[config.mk]
export PLATFORM = sky130hd
export DESIGN_NAME = mul_csa_iter_flat
export DESIGN_NICKNAME = d
export VERILOG_FILES = /design/src/rtl/mul_pkg.sv /design/src/rtl/mul_csa_iter_if.sv /design/src/rtl/mul_csa_stage.sv /design/src/rtl/mul_csa_iter.sv /design/src/flat_wrapper.sv
export SDC_FILE = /design/constraint.sdc
export NUM_CORES = 1
export LEC_CHECK = 0
export CAP_MARGIN = 25
export CORE_ASPECT_RATIO = 2
export CORE_UTILIZATION = 25
export CTS_CLUSTER_DIAMETER = 60
export DETAILED_ROUTE_END_ITERATION = 6
export GPL_ROUTABILITY_DRIVEN = 0
export PLACE_DENSITY = 0.46
export REMOVE_ABC_BUFFERS = 1
export SKIP_CTS_REPAIR_TIMING = 1
export SLEW_MARGIN = 0
export SYNTH_ARGS = -nofsm -noshare
export SYNTH_HDL_FRONTEND = slang
export SYNTH_SLANG_ARGS = --single-unit
[constraint.sdc]
create_clock -name CLK -period 6.2 [get_ports CLK]
set_input_delay 0.93 -clock CLK [delete_from_list [all_inputs] [get_ports CLK]]
set_output_delay 0.93 -clock CLK [all_outputs]
set_load 0.02 [all_outputs]
[src/rtl/mul_pkg.sv]
// Shared types for the iterative carry-save multiplier.
//   mul_mode_t  : RV multiply flavour (low half, or high half with a given signedness)
//   mul_state_t : control FSM states
//   a_is_signed / b_is_signed : which operands are treated as two's complement
package mul_pkg;

  typedef enum logic [1:0] {
    MUL    = 2'b00,  // low half, signedness irrelevant
    MULH   = 2'b01,  // high half, signed x signed
    MULHSU = 2'b10,  // high half, signed x unsigned
    MULHU  = 2'b11   // high half, unsigned x unsigned
  } mul_mode_t;

  typedef enum logic [1:0] {
    IDLE,
    BUSY,
    ADD,
    DONE
  } mul_state_t;

  function automatic logic a_is_signed(mul_mode_t m);
    return (m == MULH) || (m == MULHSU);
  endfunction

  function automatic logic b_is_signed(mul_mode_t m);
    return (m == MULH);
  endfunction

endpackage

[src/rtl/mul_csa_iter_if.sv]
// Handshake bundle of the iterative multiplier.
//   master : producer/consumer side (drives operands, flush, out_ready)
//   slave  : multiplier side (drives in_ready, out_valid, result)
// Signals: in_valid/in_ready, mode, a, b (request); flush (abort);
//          out_valid/out_ready, result (response).
interface mul_csa_iter_if #(
  parameter int BIT_WIDTH = 32
);
  import mul_pkg::*;

  logic                 in_valid;
  logic                 in_ready;
  mul_mode_t            mode;
  logic [BIT_WIDTH-1:0] a;
  logic [BIT_WIDTH-1:0] b;
  logic                 flush;
  logic                 out_valid;
  logic                 out_ready;
  logic [BIT_WIDTH-1:0] result;

  modport master (
    output in_valid, mode, a, b, flush, out_ready,
    input  in_ready, out_valid, result
  );

  modport slave (
    input  in_valid, mode, a, b, flush, out_ready,
    output in_ready, out_valid, result
  );

endinterface

[src/rtl/mul_csa_stage.sv]
// Combinational carry-save compression stage.
// Folds K partial products into a redundant sum/carry pair with K chained
// 3:2 compressor rows; each row's carry vector is shifted left by one and
// truncated to WIDTH, so sum_o + carry_o == sum_i + carry_i + sum(pp_i)
// modulo 2^WIDTH.
//   sum_i, carry_i : incoming redundant accumulator
//   pp_i           : K partial products
//   sum_o, carry_o : compressed accumulator
module mul_csa_stage #(
  parameter int WIDTH = 64,
  parameter int K     = 2
) (
  input  logic [WIDTH-1:0]        sum_i,
  input  logic [WIDTH-1:0]        carry_i,
  input  logic [K-1:0][WIDTH-1:0] pp_i,
  output logic [WIDTH-1:0]        sum_o,
  output logic [WIDTH-1:0]        carry_o
);

  always_comb begin
    logic [WIDTH-1:0] s;
    logic [WIDTH-1:0] c;
    logic [WIDTH-1:0] maj;
    // NOTE: blocking assignments here model the row-to-row ripple; each row
    // must see the previous row's result within the same evaluation.
    s   = sum_i;
    c   = carry_i;
    maj = '0;
    for (int j = 0; j < K; j++) begin
      maj = (s & c) | (s & pp_i[j]) | (c & pp_i[j]);
      s   = s ^ c ^ pp_i[j];
      c   = maj << 1;
    end
    sum_o   = s;
    carry_o = c;
  end

endmodule

[src/rtl/mul_csa_iter.sv]
// Iterative carry-save multiplier for the RV multiply lane.
// Operands are latched as unsigned magnitudes plus a result sign; each BUSY
// cycle retires BITS_PER_CYCLE multiplier bits into a redundant sum/carry
// accumulator, then a single carry-propagate add and conditional negation
// produce the 2*BIT_WIDTH product, of which one half is returned.
//   CLK   : clock, rising edge
//   nRST  : asynchronous active-low reset
//   bus   : request (in_valid/in_ready, mode, a, b), flush,
//           response (out_valid/out_ready, result)
module mul_csa_iter
  import mul_pkg::*;
#(
  parameter int BIT_WIDTH      = 32,
  parameter int BITS_PER_CYCLE = 2
) (
  input logic          CLK,
  input logic          nRST,
  mul_csa_iter_if.slave bus
);

  localparam int PW    = 2 * BIT_WIDTH;
  localparam int K     = BITS_PER_CYCLE;
  localparam int N     = BIT_WIDTH / K;
  localparam int CNT_W = (N > 1) ? $clog2(N) : 1;
  localparam int IDX_W = $clog2(BIT_WIDTH);

  mul_state_t           state_q, state_d;
  mul_mode_t            mode_q, mode_d;
  logic [BIT_WIDTH-1:0] a_mag_q, a_mag_d;
  logic [BIT_WIDTH-1:0] b_mag_q, b_mag_d;
  logic                 neg_q, neg_d;
  logic [PW-1:0]        sum_q, sum_d;
  logic [PW-1:0]        carry_q, carry_d;
  logic [CNT_W-1:0]     cnt_q, cnt_d;
  logic [BIT_WIDTH-1:0] result_q, result_d;

  logic [K-1:0][PW-1:0] pp;
  logic [PW-1:0]        stage_sum;
  logic [PW-1:0]        stage_carry;
  logic [PW-1:0]        prod_mag;
  logic [PW-1:0]        prod;

  // Partial products for multiplier bits cnt*K .. cnt*K+K-1.
  always_comb begin
    logic [IDX_W-1:0] base;
    logic [IDX_W-1:0] idx;
    base = IDX_W'(cnt_q) * IDX_W'(K);
    idx  = base;
    pp   = '0;
    for (int j = 0; j < K; j++) begin
      idx   = base + IDX_W'(j);
      pp[j] = b_mag_q[idx] ? (PW'(a_mag_q) << idx) : '0;
    end
  end

  mul_csa_stage #(
    .WIDTH (PW),
    .K     (K)
  ) u_stage (
    .sum_i   (sum_q),
    .carry_i (carry_q),
    .pp_i    (pp),
    .sum_o   (stage_sum),
    .carry_o (stage_carry)
  );

  // Magnitude product is below 2^PW, so the negation cannot overflow.
  assign prod_mag = sum_q + carry_q;
  assign prod     = neg_q ? (~prod_mag + PW'(1)) : prod_mag;

  always_comb begin
    // NOTE: every next-state signal gets its hold value first so no path
    // through the case below can leave it unassigned and infer a latch.
    state_d  = state_q;
    mode_d   = mode_q;
    a_mag_d  = a_mag_q;
    b_mag_d  = b_mag_q;
    neg_d    = neg_q;
    sum_d    = sum_q;
    carry_d  = carry_q;
    cnt_d    = cnt_q;
    result_d = result_q;

    if (bus.flush && (state_q != IDLE)) begin
      // Abort wins over everything, including a pending out_ready.
      state_d = IDLE;
    end else begin
      case (state_q)
        IDLE: begin
          // A flush in IDLE blocks acceptance for that cycle.
          if (bus.in_valid && !bus.flush) begin
            a_mag_d = (a_is_signed(bus.mode) && bus.a[BIT_WIDTH-1]) ? -bus.a : bus.a;
            b_mag_d = (b_is_signed(bus.mode) && bus.b[BIT_WIDTH-1]) ? -bus.b : bus.b;
            neg_d   = (a_is_signed(bus.mode) && bus.a[BIT_WIDTH-1]) ^
                      (b_is_signed(bus.mode) && bus.b[BIT_WIDTH-1]);
            mode_d  = bus.mode;
            sum_d   = '0;
            carry_d = '0;
            cnt_d   = '0;
            state_d = BUSY;
          end
        end
        BUSY: begin
          sum_d   = stage_sum;
          carry_d = stage_carry;
          cnt_d   = cnt_q + CNT_W'(1);
          if (cnt_q == CNT_W'(N - 1)) begin
            state_d = ADD;
          end
        end
        ADD: begin
          result_d = (mode_q == MUL) ? prod[BIT_WIDTH-1:0] : prod[PW-1:BIT_WIDTH];
          state_d  = DONE;
        end
        DONE: begin
          if (bus.out_ready) begin
            state_d = IDLE;
          end
        end
        default: state_d = IDLE;
      endcase
    end
  end

  always_ff @(posedge CLK or negedge nRST) begin
    if (!nRST) begin
      state_q  <= IDLE;
      mode_q   <= MUL;
      a_mag_q  <= '0;
      b_mag_q  <= '0;
      neg_q    <= 1'b0;
      sum_q    <= '0;
      carry_q  <= '0;
      cnt_q    <= '0;
      result_q <= '0;
    end else begin
      // NOTE: non-blocking so every register samples pre-edge values and the
      // update order inside this block does not matter.
      state_q  <= state_d;
      mode_q   <= mode_d;
      a_mag_q  <= a_mag_d;
      b_mag_q  <= b_mag_d;
      neg_q    <= neg_d;
      sum_q    <= sum_d;
      carry_q  <= carry_d;
      cnt_q    <= cnt_d;
      result_q <= result_d;
    end
  end

  // Outputs decode registered state only; no path from in_valid or out_ready.
  assign bus.in_ready  = (state_q == IDLE);
  assign bus.out_valid = (state_q == DONE);
  assign bus.result    = result_q;

endmodule
[src/flat_wrapper.sv]
// flat-port wrapper written by rule: the top's interface ports become plain ports
module mul_csa_iter_flat import mul_pkg::*;
#(
  parameter int BIT_WIDTH      = 32,
  parameter int BITS_PER_CYCLE = 2
)
  (CLK, nRST, bus_in_valid, bus_mode, bus_a, bus_b, bus_flush, bus_out_ready, bus_in_ready, bus_out_valid, bus_result);
  mul_csa_iter_if #(.BIT_WIDTH(BIT_WIDTH)) bus_i ();
  input logic CLK;
  input logic nRST;
  input wire logic [$bits(bus_i.in_valid)-1:0] bus_in_valid;
  input wire logic [$bits(bus_i.mode)-1:0] bus_mode;
  input wire logic [$bits(bus_i.a)-1:0] bus_a;
  input wire logic [$bits(bus_i.b)-1:0] bus_b;
  input wire logic [$bits(bus_i.flush)-1:0] bus_flush;
  input wire logic [$bits(bus_i.out_ready)-1:0] bus_out_ready;
  output wire logic [$bits(bus_i.in_ready)-1:0] bus_in_ready;
  output wire logic [$bits(bus_i.out_valid)-1:0] bus_out_valid;
  output wire logic [$bits(bus_i.result)-1:0] bus_result;
  assign bus_i.in_valid = bus_in_valid;
  assign bus_i.mode = bus_mode;
  assign bus_i.a = bus_a;
  assign bus_i.b = bus_b;
  assign bus_i.flush = bus_flush;
  assign bus_i.out_ready = bus_out_ready;
  assign bus_in_ready = bus_i.in_ready;
  assign bus_out_valid = bus_i.out_valid;
  assign bus_result = bus_i.result;
  mul_csa_iter #(.BIT_WIDTH(BIT_WIDTH), .BITS_PER_CYCLE(BITS_PER_CYCLE)) u_core (.CLK(CLK), .nRST(nRST), .bus(bus_i));
endmodule
==> flow_summary.json <==
{
  "fin_skew_ps": 23.0,
  "regToRegStartpoint": "u_core.carry_q[11]$_DFFE_PN0P_",
  "num_rows": 152,
  "final_max_slew_violation_count": 0,
  "fp.dieArea_sq_um": 88000,
  "whs_ps": 326,
  "first_pass_grt_wire_length_microns": 133000,
  "design.final.nets": 3015,
  "drtIter0Drc": 902,
  "report.final.hold_viol_count": 0,
  "worst-endpoint-required_ps": 6670,
  "layout.cells.most_common": "nand2_1",
  "fraction_of_the_mapped_netlist_area_in_simple_logic_gates": 0.262,
  "cts_root_buf": "clkbuf_16",
  "grt_use_total": 0.199,
  "yosys-mux-area-fraction": 0.0505,
  "timing.final.setup_violations": 0,
  "synth_area_sq_um": 21700,
  "clk_path_buf_depth": 3,
  "worst_slew_pin_slew_ps": 1090,
  "dp_wirelength_microns": 69700,
  "cap_violations": 0,
  "number_of_design_rule_violations_left_after_detail_routing": 0,
  "die_h_microns": 418,
  "fmaxAchievable_mhz": 175,
  "final_cell_mix": "538 x nand2_1, 290 x nor2_1, 228 x dfrtp_1",
  "post_route_cells_drive_above_1_share": 0.0639,
  "drt_first_pass_iters": 5,
  "rsz0062_at_grt": "no",
  "powerDensity_nw_per_um2": 485,
  "clock_sinks": 231,
  "dp_cells": 3872,
  "post_synth_inst_count": 2730,
  "stdcell_count": 3924,
  "syn_to_final_growth_pct": 14.9,
  "vias": 20300,
  "worst_setup_path_end_kind": "flip-flop",
  "placeableCoreArea_sq_um": 85800,
  "num_io_pins": 105,
  "status": "finished, final reports clean",
  "layout_worst_path_cycle_share": 0.922,
  "synth_xor_xnor_area_share": 0.0489,
  "ys_dominant_reg_cell": "dfrtp_1",
  "yosys_register_bits": 231,
  "peakVddDrop_v": 0.000283,
  "crit_type": "reg2reg",
  "cts_buffers": 26,
  "synth_fa_ha_area_frac": 0.155,
  "ys_types": 80,
  "ff2ff_setup_slack_ps": 490,
  "async_reset_ff_frac": 1.00,
  "synth-edff-count": 0,
  "pre_cts_ws_ps": 403,
  "vias_per_cell": 5.16,
  "pin_count_of_the_biggest_net_entering_global_routing": 125,
  "layout_setup_ws_ps": 485,
  "clk_pin_slew_worst_paths_ps": 60,
  "tritoncts": "built",
  "insertion_delay_ps": 600,
  "cp-start-kind": "flip-flop",
  "min_path_type": "in2async",
  "grt_pass1_vias": 21300,
  "htreeDepth": 1,
  "power.static_leakage_nw": 11.1,
  "post-route-util": 0.290,
  "syn_area_per_cell_sq_um": 7.94,
  "die_x_microns": 210,
  "worst_slew_margin_rel": 0.266,
  "initial_core_util": 0.253,
  "final.min_clock_period_ps": 5710,
  "yosysSeqAreaShare": 0.267,
  "port_buffers": 104,
  "reg2reg_depth": 13,
  "critPathMaxFanout": 10,
  "ys_warn_count": 0,
  "worst_r2r_endpoint": "u_core.bus.result[31]$_DFFE_PN0P_",
  "cp_data_arrival_time_ps": 6190,
  "complex_gate_fraction_of_the_synthesized_area": 0.180,
  "routed_wire_length_per_instance_microns": 22.2,
  "drt-total-wl_microns": 87000,
  "grt-ovfl-total": 0,
  "antenna_violating_nets_post_route": 0,
  "synth_top_family_by_area": "simple AND/OR/NAND/NOR gates",
  "antenna_found_initial": 1
}
## cell type report
cell class                 instances  area (sq um)
antenna                            1          2.50
clock buffer                      38           786
clock inverter                     9          90.1
fill                            9334         60900
inverter                          48           180
multi-input combinational       2287         15100
sequential                       231          5780
tap                             1155          1450
timing repair buffer             155          1480
## cells in the mapped netlist (17+ instances only)
cell type  instances  area share
and2_1            25      0.0072
nand2_1          540       0.094
mux4_2            22       0.023
a211oi_1          25      0.0087
nor4_1            18      0.0052
or3_1             29      0.0084
a21o_1            26      0.0090
o21a_1            17      0.0059
a21oi_1          171       0.039
nor3_1            54       0.012
fa_1             123        0.11
and3_1            27      0.0078
o31ai_1           23      0.0080
inv_1             46      0.0080
nor2_1           290       0.050
o21ai_0          200       0.046
buf_1             18      0.0031
nand3_1          173       0.040
dfrtp_1          231        0.27
nand4_1           40       0.012
ha_1              72       0.042
mux2i_1           34       0.016
xnor2_1           78       0.032
clkbuf_1         141       0.024
xor2_1            43       0.017
o211ai_1          17      0.0059
mux2_2            23       0.012
## kinds of logic (layout without fill, tap and decap cells)
logic type,after synthesis,after routing
AOI/OAI and AO/OA,622,622
and+or+nand+nor,1270,1270
muxes,79,79
xor gates and xnor gates,121,121
DFF,231,231
adders and majority gates,195,195
other,0,1
buffers and inverters,212,250
## power breakdown
| part | total, mW | internal (mW) | switching, mW |
|---|---|---|---|
| combinational | 8.04 | 2.73 | 5.31 |
| clock | 1.64 | 0.920 | 0.720 |
| sequential | 2.40 | 1.94 | 0.457 |
## per-layer routing
layer  part of all wire  vias to the layer above  routed length (microns)  track usage
li1                   -                     9666                        -            -
met1               0.35                     9880                    30400        0.196
met2               0.54                      498                    46900        0.385
met3              0.030                      221                     2640       0.0191
met4              0.080                        0                     6990        0.140
met5                  0                        -                        0            0
## state kept, by name, summed over array words and instances, names as in the netlist
signal             cells
u_core.mode_q          2
u_core.cnt_q           4
u_core.b_mag_q        32
u_core.sum_q          64
u_core.state_q         2
u_core.a_mag_q        32
u_core.bus.result     32
u_core.neg_q           1
u_core.carry_q        62
## how the worst max path moves through the flow
| stage | startpoint | endpoint |
|---|---|---|
| after floorplan | u_core.state_q[1]$_DFFE_PN0P_ | u_core.cnt_q[2]$_DFFE_PN0P_ |
| after global placement | u_core.carry_q[2]$_DFFE_PN0P_ | u_core.bus.result[31]$_DFFE_PN0P_ |
| after detailed placement | u_core.sum_q[2]$_DFFE_PN0P_ | u_core.bus.result[31]$_DFFE_PN0P_ |
| after CTS | u_core.carry_q[2]$_DFFE_PN0P_ | u_core.bus.result[31]$_DFFE_PN0P_ |
| after global routing | u_core.carry_q[11]$_DFFE_PN0P_ | u_core.bus.result[31]$_DFFE_PN0P_ |
| final | u_core.carry_q[11]$_DFFE_PN0P_ | u_core.bus.result[31]$_DFFE_PN0P_ |
## per-stage QoR
step	total power, mW	cell area [sq um]	TNS (ps)
floorplan	7.05	21000	-247740
global placement	10.4	24000	0
detailed placement	10.4	24000	0
CTS	12.1	24900	0
global route	12.9	24900	0
finish	12.1	24900	0
## critical path: stages, from the launching register on
cell and delay [ps]:
dfrtp_1 430, ha_1 530, a21oi_1 170, o22ai_1 370, or2_1 290, o21ai_0 230, o21ai_0 600, xor2_1 260
or4_4 550, or4_4 530, or3_4 410, or4_4 440, or4_1 520, a32o_1 260
Note: power is estimated with default switching activity, not from simulation.
